<file path="src/rtl/seq_mult_w.sv">
`default_nettype none
// ============================================================================
// Module      : seq_mult_w
// Description : Shift-add sequential multiplier, one multiplier bit per clock.
//               Operands are WIDTH bits, the product is 2*WIDTH bits. Each
//               operation is either unsigned or two's-complement, chosen by
//               sgn when the operation is accepted.
//               Handshake: start is accepted only while busy=0. busy stays
//               high for WIDTH+1 cycles. done pulses for one cycle when p
//               takes the new product. p holds its value between operations.
// Ports       : clk    - rising-edge clock
//               reset  - asynchronous active-high reset
//               start  - operation request (ignored while busy)
//               sgn    - 1 = signed operands, 0 = unsigned (sampled with start)
//               da     - multiplicand (sampled with start)
//               db     - multiplier   (sampled with start)
//               busy   - operation in progress (registered)
//               done   - one-cycle pulse when p is updated (registered)
//               p      - product register, 2*WIDTH bits
// Revision    : 1.0 - initial release
// ============================================================================
module seq_mult_w #(
    parameter int WIDTH = 4,
    parameter int CNT_W = $clog2(WIDTH + 1)
) (
    input  logic                 clk,
    input  logic                 reset,
    input  logic                 start,
    input  logic                 sgn,
    input  logic [WIDTH-1:0]     da,
    input  logic [WIDTH-1:0]     db,
    output logic                 busy,
    output logic                 done,
    output logic [2*WIDTH-1:0]   p
);

    localparam int               c_pw   = 2 * WIDTH;
    localparam logic [CNT_W-1:0] c_last = CNT_W'(WIDTH - 1);

    typedef enum logic [1:0] {
        ST_IDLE = 2'b00,
        ST_RUN  = 2'b01,
        ST_DONE = 2'b10
    } state_t;

    state_t            r_state;
    state_t            w_state_nxt;

    logic              r_busy;
    logic              r_done;
    logic [c_pw-1:0]   r_p;
    logic [c_pw-1:0]   r_a;     // multiplicand, pre-shifted by the iteration index
    logic [WIDTH-1:0]  r_b;     // multiplier, shifted right each iteration
    logic [c_pw-1:0]   r_acc;
    logic [CNT_W-1:0]  r_cnt;
    logic              r_sgn;

    logic              w_busy_nxt;
    logic              w_done_nxt;
    logic              w_load;
    logic              w_iter;
    logic              w_capture;
    logic              w_last;
    logic [c_pw-1:0]   w_addend;
    logic [c_pw-1:0]   w_acc_nxt;

    // ------------------------------------------------------------------
    // State register
    // ------------------------------------------------------------------
    always_ff @(posedge clk or posedge reset) begin
        if (reset) begin
            r_state <= ST_IDLE;
        end else begin
            r_state <= w_state_nxt;
        end
    end

    // ------------------------------------------------------------------
    // Next-state and control decode
    // ------------------------------------------------------------------
    always_comb begin
        w_state_nxt = r_state;
        w_busy_nxt  = r_busy;
        w_done_nxt  = 1'b0;
        w_load      = 1'b0;
        w_iter      = 1'b0;
        w_capture   = 1'b0;
        case (r_state)
            ST_IDLE: begin
                if (start) begin
                    w_state_nxt = ST_RUN;
                    w_busy_nxt  = 1'b1;
                    w_load      = 1'b1;
                end
            end
            ST_RUN: begin
                w_iter = 1'b1;
                if (w_last) begin
                    w_state_nxt = ST_DONE;
                end
            end
            ST_DONE: begin
                w_capture   = 1'b1;
                w_done_nxt  = 1'b1;
                w_busy_nxt  = 1'b0;
                w_state_nxt = ST_IDLE;
            end
            default: begin
                w_state_nxt = ST_IDLE;
                w_busy_nxt  = 1'b0;
            end
        endcase
    end

    // ------------------------------------------------------------------
    // Datapath
    // ------------------------------------------------------------------
    assign w_last   = (r_cnt == c_last);
    assign w_addend = r_b[0] ? r_a : '0;

    // In signed mode the multiplier MSB carries weight -2^(WIDTH-1), so the
    // final partial product is subtracted instead of added.
    assign w_acc_nxt = (r_sgn && w_last) ? (r_acc - w_addend)
                                         : (r_acc + w_addend);

    always_ff @(posedge clk or posedge reset) begin
        if (reset) begin
            r_busy <= 1'b0;
            r_done <= 1'b0;
            r_p    <= '0;
            r_a    <= '0;
            r_b    <= '0;
            r_acc  <= '0;
            r_cnt  <= '0;
            r_sgn  <= 1'b0;
        end else begin
            r_busy <= w_busy_nxt;
            r_done <= w_done_nxt;
            if (w_load) begin
                r_a   <= sgn ? {{WIDTH{da[WIDTH-1]}}, da} : {{WIDTH{1'b0}}, da};
                r_b   <= db;
                r_sgn <= sgn;
                r_acc <= '0;
                r_cnt <= '0;
            end else if (w_iter) begin
                r_acc <= w_acc_nxt;
                r_a   <= r_a << 1;
                r_b   <= {1'b0, r_b[WIDTH-1:1]};
                r_cnt <= r_cnt + 1'b1;
            end
            if (w_capture) begin
                r_p <= r_acc;
            end
        end
    end

    assign busy = r_busy;
    assign done = r_done;
    assign p    = r_p;

endmodule
`default_nettype wire

</file>
<file path="config.mk">
export PLATFORM = sky130hd
export DESIGN_NAME = seq_mult_w
export DESIGN_NICKNAME = d
export VERILOG_FILES = /design/src/rtl/seq_mult_w.sv
export SDC_FILE = /design/constraint.sdc
export NUM_CORES = 1
export LEC_CHECK = 0
export BUFFER_PORTS_ARGS = -buffer_cell sky130_fd_sc_hd__buf_2
export CAP_MARGIN = 10
export CORE_UTILIZATION = 52
export DETAILED_ROUTE_END_ITERATION = 10
export PLACE_DENSITY = 0.72
export SETUP_SLACK_MARGIN = 0.3
export SYNTH_ARGS = -nofsm -noshare
export SYNTH_HDL_FRONTEND = slang
export SYNTH_SLANG_ARGS = --single-unit
</file>
<file path="constraint.sdc">
create_clock -name clk -period 3.3 [get_ports clk]
set_input_delay 0.495 -clock clk [delete_from_list [all_inputs] [get_ports clk]]
set_output_delay 0.495 -clock clk [all_outputs]
set_load 0.1 [all_outputs]
</file>
# [Word-level counts from Yosys, hierarchy flattened]
# Index checks and enable logic that the tools add are counted.
[classes] add_sub_neg=3 multipliers=0 div_mod_pow=0 n_lt_le_gt_ge=0 eq_ne=5 n_shift=0 n_mux=20 n_bitwise=1 n_reduce_logical=5
[ops] operator="2-to-1 mux 8 bit" n=7
[ops] operator="adder 8 bit" n=1
[ops] operator="2-to-1 mux 4 bit" n=2
[ops] operator="subtractor 8 bit" n=1
[ops] operator="2-to-1 mux 3 bit" n=2
[ops] operator="2-to-1 mux 1 bit" n=5
[ops] operator="2-to-1 mux 2 bit" n=2
[ops] operator="!= test 2 bit, second input constant" n=2
[ops] operator="one-hot mux 2 bit (2 select lines)" n=1
[ops] operator="AND reduction 2 bit" n=2
[ops] operator="adder 3 x 1 -> 3 bit, second input constant" n=1
[ops] operator="equality test 3 x 2 -> 1 bit, second input constant" n=1
[ops] operator="equality test 2 x 1 -> 1 bit, second input constant" n=1
[ops] operator="equality test 2 bit, second input constant" n=1
[ops] operator="zero test 2 bit" n=1
[ops] operator="one-hot mux 1 bit (2 select lines)" n=1
[ops] operator="nonzero test 2 bit" n=1
[ops] operator="logical AND 1 bit" n=1
[ops] operator="NOT 1 bit" n=1
[word_totals] reg_bits=36 latch_bits=0 ramBits=0 rom_bits=0 inputBits=12 out_inout_bits=10 word_cells=43 memories=0

# [Longest topological paths before layout]
# Gate-level depths: netlist of run 1.
[depth] ltp_word=5 depth_mapped=14 depth_no_buf=14

# [Worst setup path before layout of run 1]
# Ideal clock, no wire load.
[synth_path] path_type="register to register" startpoint="reg r_cnt[0]" endpoint="reg r_acc[6]" setup_time_ns=0.122 arrival_time_ns=2.654 t_required_ns=3.178 setup_slack_ns=0.524 stages_incl_launch_ff=14 n_path_buf=0 period_less_slack_ns=2.776 path_cell_list="dfrtp_1 > ha_1 > ha_1 > nand2_1 > o21a_1 > xor2_1 > nand2_1 > ha_1 > nor2b_1 > o21ai_1 > a21boi_1 > o21a_1 > or3_1 > a32o_1"
[synth_via] elab_chain_cells=5
[synth_lines] element="from (decl)" line_no="55" rtl="logic [CNT_W-1:0] r_cnt;"
[synth_lines] element="from (signal assigned)" line_no="149" rtl="r_cnt <= r_cnt + 1'b1;"
[synth_lines] element="equality test 3 x 2 -> 1 bit" line_no="118" rtl="assign w_last = (r_cnt == c_last);"
[synth_lines] element="logical AND 1 bit" line_no="123" rtl="assign w_acc_nxt = (r_sgn && w_last) ? (r_acc - w_addend)"
[synth_lines] element="2-to-1 mux 8 bit" line_no="123"
[synth_lines] element="2-to-1 mux 8 bit" line_no="145" rtl="end else if (w_iter) begin"
[synth_lines] element="2-to-1 mux 8 bit" line_no="139" rtl="if (w_load) begin"
[synth_lines] element="to (signal assigned)" line_no="146" rtl="r_acc <= w_acc_nxt;"
[synth_lines] element="to (decl)" line_no="54" rtl="logic [c_pw-1:0] r_acc;"
# No other way between the ends. The select of a mux whose other input is x is not followed.
# A chain may end at the register's enable or synchronous reset.

# [Worst setup path in the final report of run 1]
# Ends and elaborated chain as after synthesis.

==> results of run 1 <==
-- layout by cell type (no fill, tap or decap), drive strengths merged, types with 4 or more instances in the layout --
| cell type | n |
|---|---|
| ha | 8 |
| o31ai | 4 |
| nor2 | 13 |
| dfrtp | 36 |
| o21ai | 19 |
| a22oi | 7 |
| nor2b | 11 |
| inv | 9 |
| xnor2 | 6 |
| a21oi | 19 |
| buf | 26 |
| clkbuf | 8 |
| mux2 | 6 |
| nand2 | 28 |
-- per-layer routing --
layer / part of all wire [%] / track usage [%] / up-vias
li1: - / - / 761
met1: 44 / 27.60 / 738
met2: 50 / 38.03 / 51
met3: 5.3 / 4.891 / 6
met4: 1.5 / 12.22 / 0
met5: 0 / 0 / -
-- timing repair --
| action | in CTS | in global routing |
|---|---|---|
| pin swaps | 0 | 1 |
| hold buffers | 0 | 0 |
| gates resized for setup | 1 | 4 |
| gates cloned | 0 | 0 |
| endpoints found under the hold margin | 0 | 0 |
| setup endpoints to repair | 1 | 3 |
| buffers inserted | 0 | 3 |
-- cells in the mapped netlist (6+ instances only) --
| cell type | count |
|---|---|
| a21oi_1 | 19 |
| a22oi_1 | 7 |
| clkbuf_1 | 8 |
| dfrtp_1 | 36 |
| ha_1 | 8 |
| inv_1 | 9 |
| mux2_2 | 6 |
| nand2_1 | 28 |
| nor2_1 | 12 |
| nor2b_1 | 11 |
| o21ai_0 | 12 |
| o21ai_1 | 7 |
-- cells by family after synthesis --
family	count (synthesis)
muxes	7
adders and majority gates	9
xor gates and xnor gates	9
and+or+nand+nor	61
DFF	36
AOI/OAI and AO/OA	64
buffers and inverters	19
-- final cells by class --
type	instances	area, um2
clock buffers	8	90.09
fillers	293	1240
inverters	9	33.78
multi-input cells	150	1003
flip-flops and latches	36	900.9
well taps	46	57.56
repair buffers	26	142.6
-- flip-flops by register name, indices dropped and copies added (netlist names) --
signal / count
done: 1
r_b: 4
r_cnt: 3
r_state: 2
r_sgn: 1
r_a: 8
r_acc: 8
p: 8
busy: 1
-- worst register-to-register path: stages (launching register included) --
cell and delay (ps):
dfrtp_1 400, ha_1 220, ha_2 200, nand2_4 80
o21a_1 150, xor2_1 160, nand2_1 70, ha_1 310
nor2b_1 160, o21ai_2 130, a21boi_1 110, o21a_1 190
or3_1 320, a32o_1 250
-- worst min path at each step --
stage | startpoint | to
6_report | reset | p[1]
3_5_place_dp | p[1] | p[1]
4_1_cts | reset | p[1]
3_3_place_gp | p[1] | p[1]
5_1_grt | reset | p[1]
2_1_floorplan | r_cnt[0] | r_cnt[0]
-- through the flow --
step	instances	hold slack, ps	instance area [um2]	utilization [%]
after floorplan	205	467.7	1959	-
after global placement	264	465.4	2097	60.46
after global routing	275	355.2	2228	64.25
final	275	296.4	2228	64.25
after CTS	272	310.5	2190	63.13
after detailed placement	264	468.6	2097	60.46
==> metrics.cfg, run 1 <==
[run_status]
status=completed

[sta]
setup_tns_ps=0
worst_pin_slew_ps=664.5
hold_viol=0
maxSlewHeadroom_pct=55.61
grt_setup_unrepaired=true
maxSlewViolCount=0
fin_crit_sh_pct=86.35
setup_violations=0
fin_ws_ps=450.4
fin_crit_ps=2850
clock.fmax_mhz=350.9
fin_skew_ps=1.844

[synth]
synth-edff-count=0
synth_compound_gate_area_share_pct=20.82
yosysWarnings=0
synthXorXnorAreaFrac_pct=4.406
synth_mux_area_share_pct=3.959
yosys.area.top_type_share_pct=45.98
yosys_register_bits=36
async_flop_share_pct=100.0
postSynthNetCount=226
synthTopCellsByArea=dfrtp_1 (46%), nand2_1 (5.4%), ha_1 (5.1%), a21oi_1 (4.9%), nor2b_1 (3.5%)
syn_area_per_cell_um2=9.558
ys_seq_area_share_pct=45.98
synthAdderAreaFrac_pct=6.130
synth_top_cell_by_area=dfrtp_1
ys.flop_type=dfrtp_1
yosys.area_share.simple_pct=14.94
synth_top_family_by_area=compound AO/OA/AOI/OAI gates
synth_area_um2=1959
postSynthCellCount=205
synth_cell_types=38

[flow_run]
cap_viol_max_count=0

[floorplan]
dieHeight_um=63.39
num_rows=21
die_x_um=63.39
fp.coreArea_um2=3468
start_util_pct=56.49
io_pins=22
dieArea_um2=4018

[worst_setup_path]
path_cells=ha_1, ha_2, nand2_4, o21a_1, xor2_1, nand2_1, ha_1, nor2b_1, o21ai_2, a21boi_1, o21a_1, or3_1, a32o_1
endpoint=r_acc[6]
path_buf_inv=0
worstReg2RegStart=r_cnt[0]
r2r_slack_ps=450
cp_top_family=compound AO/OA/AOI/OAI gates
cp-start-kind=register
path_max_fanout=5
slowest_stage=dfrtp_1
startpoint=r_cnt[0]
crit_type=reg2reg
slowest_delay_ps=400
reg2reg_depth=13
worstReg2RegEnd=r_acc[6]
crit_cells=13
required_ps=3480
crit_path_end_kind=register
arrival_ps=3030

[finish]
area_delta_synth_final_pct=13.73
nNetsFinal=249
num_antenna_cells=0
final_layout_size_suffix_gt1_share_pct=20.52

[clocking]
clockBufferDepth=2
clk_pin_slew_ps=70
tritoncts=built
htree_levels=2
clock-sinks=36
numCtsBuffers=5
cts_root_buf=clkbuf_8
clk_latency_ps=290

[route]
drt-total-wl_mm=4.059
wl_per_cell_um=14.76
route.detailed.drc=0
first_pass_iters=4
num_vias=1556
ant_nets=0
drtIter0Drc=110
avgViaCountPerCell=5.658

[placement]
preCtsSetupSlack_ps=296.9
hpwl_mm=2.901
port_buffers=21
gp_congestion=0.7823

[grt]
grt_pass1_wl_mm=7.044
grt-ovfl-total=0
grt_use_total_pct=22.92
grt_max_degree=37
grt_pass1_vias=1572
antenna_found_initial=0

[min_path]
hold_path_class=in2async

Power of run 1 is not shown: default switching activity piles up to over one toggle a cycle in this logic, so the estimate is an artifact.
==> inputs of run 2 (changes only) <==
- ABC_AREA: unset -> 1
- HOLD_SLACK_MARGIN: unset -> 0.12
- SLEW_MARGIN: unset -> 20
==> metrics.cfg, run 2 <==
[worst_setup_path]
arrival_ps=2620
required_ps=3470
crit_type=reg2reg
reg2reg_depth=13
crit_path_end_kind=register
cp-start-kind=register
path_max_fanout=8

[sta]
worst_pin_slew_ps=484.4
grt_setup_unrepaired=false
fin_skew_ps=1.949
fin_crit_sh_pct=74.35
setup_tns_ps=0
fin_crit_ps=2453
setup_violations=0
maxSlewHeadroom_pct=67.93
hold_viol=0
whs_ps=304.5
clock.fmax_mhz=407.6
maxSlewViolCount=0

[route]
avgViaCountPerCell=5.032
highest_layer=met4
drt-total-wl_mm=3.455
ant_nets=0
routed-wl-met2_mm=1.519
route.detailed.drc=0
wl_met1_mm=1.730
wl_per_cell_um=10.93
wl_met3_um=157
num_vias=1590
first_pass_iters=4
drtIter0Drc=74

[clocking]
clockBufferDepth=2
ctsHoldBuffers=0
htree_levels=2
cts_setup_buffers=0
cts_resized=0
clk_latency_ps=280
cts_root_buf=clkbuf_8
clk_pin_slew_ps=70
tritoncts=built
clock-sinks=36
numCtsBuffers=5

[synth]
yosysWarnings=0
synthTopCellsByCount=nand2_1 (70), dfrtp_1 (36), inv_1 (36)
postSynthCellCount=245
synth_area_um2=1938
ys.flop_type=dfrtp_1
async_flop_share_pct=100.0
synthTopCellsByArea=dfrtp_1 (46%), nand2_1 (14%), inv_1 (7.0%), o21ai_0 (5.7%), ha_1 (5.2%)
post-synth-top-count-cell=nand2_1
synth_top_cell_by_area=dfrtp_1
ys_seq_area_share_pct=46.48
yosys_register_bits=36
syn_area_per_cell_um2=7.911
postSynthNetCount=266
yosys.area.top_type_share_pct=46.48
synth_cell_types=28
synth-edff-count=0

[placement]
gp_congestion=0.8018
hpwl_mm=2.572
port_buffers=21

[finish]
final_layout_size_suffix_gt1_share_pct=12.96
num_antenna_cells=0
mostFrequentLayoutCells=nand2_1 (70), inv_1 (36), dfrtp_1 (36)
nNetsFinal=291
area_delta_synth_final_pct=11.62
postLayoutCoreUtil_pct=62.85
final_common_cell=nand2_1

[grt]
grt_max_degree=37
antenna_found_initial=0
grt_pass1_wl_mm=6.113
grt-ovfl-total=0
grt_pass1_vias=1453
grt_use_total_pct=19.70

[floorplan]
num_rows=21
dieArea_um2=3975
io_pins=22
die_x_um=63.05
dieHeight_um=63.05
fp.coreArea_um2=3442
start_util_pct=56.31

[min_path]
hold_path_class=in2async

[flow_run]
cap_viol_max_count=0

[run_status]
status=completed

[run 2: cell count changes after synthesis, sizes merged, moves of 7 or more]
cell    delta
a21oi      -8
a22oi      -7
clkbuf     -7
inv       +28
nand2     +44
nand3     +10
nor2b     -11
[run 2: kinds of logic (layout without fill, tap and decap cells)]
logic type	after synthesis	in the layout	share of synthesized area, %
and+or+nand+nor	101	101	21.05
buffers and inverters	43	68	9.102
AOI/OAI and AO/OA	51	51	14.91
xor gates and xnor gates	5	5	2.259
DFF	36	36	46.48
adders and majority gates	9	9	6.198
[run 2: final timing paths]
path / start / to / slack (ps)
min: reset / r_acc[0] / 300
max reg2reg: r_cnt[0] / r_acc[6] / 850
min reg2reg: r_state[1] / r_state[1] / 450
max in group asynchronous: reset / r_sgn / 2690
min in group clk: da[0] / r_a[0] / 420
max: r_cnt[0] / r_acc[6] / 850
[run 2: per-layer routing]
layer  vias up  GRT usage (%)
met4         0          6.105
met1       723          24.61
met3         5          5.435
li1        834              -
met5         -              0
met2        28          32.93
[run 2: area by class of cell]
class	instances	area, um2
inverter	37	138.9
clock inverter	1	5.005
sequential	36	900.9
fill	345	1279
timing repair buffer	24	127.6
multi-input combinational	166	860.8
clock buffer	6	72.57
tap	46	57.56
[run 2: per-stage QoR]
| stage | instances | area, um2 | setup WS, ps |
|---|---|---|---|
| finish | 316 | 2163 | 846.5 |
| global route | 316 | 2163 | 564.3 |
| CTS | 316 | 2163 | 844.3 |
| detailed placement | 309 | 2086 | 853.3 |
| global placement | 309 | 2086 | 910.5 |
| floorplan | 245 | 1938 | 1062 |
[run 2: critical path: stages (launching register included)]
cell and delay, ps:
dfrtp_1 400, ha_1 210, ha_1 210, nand2_1 200, nand3_1 120, o21ai_0 240
inv_1 90, fa_1 410, inv_1 90, nand4_1 100, nand3_1 100, nand2_1 50
nand2_1 50, o22ai_1 60
Power of run 2 is left out for the same reason.
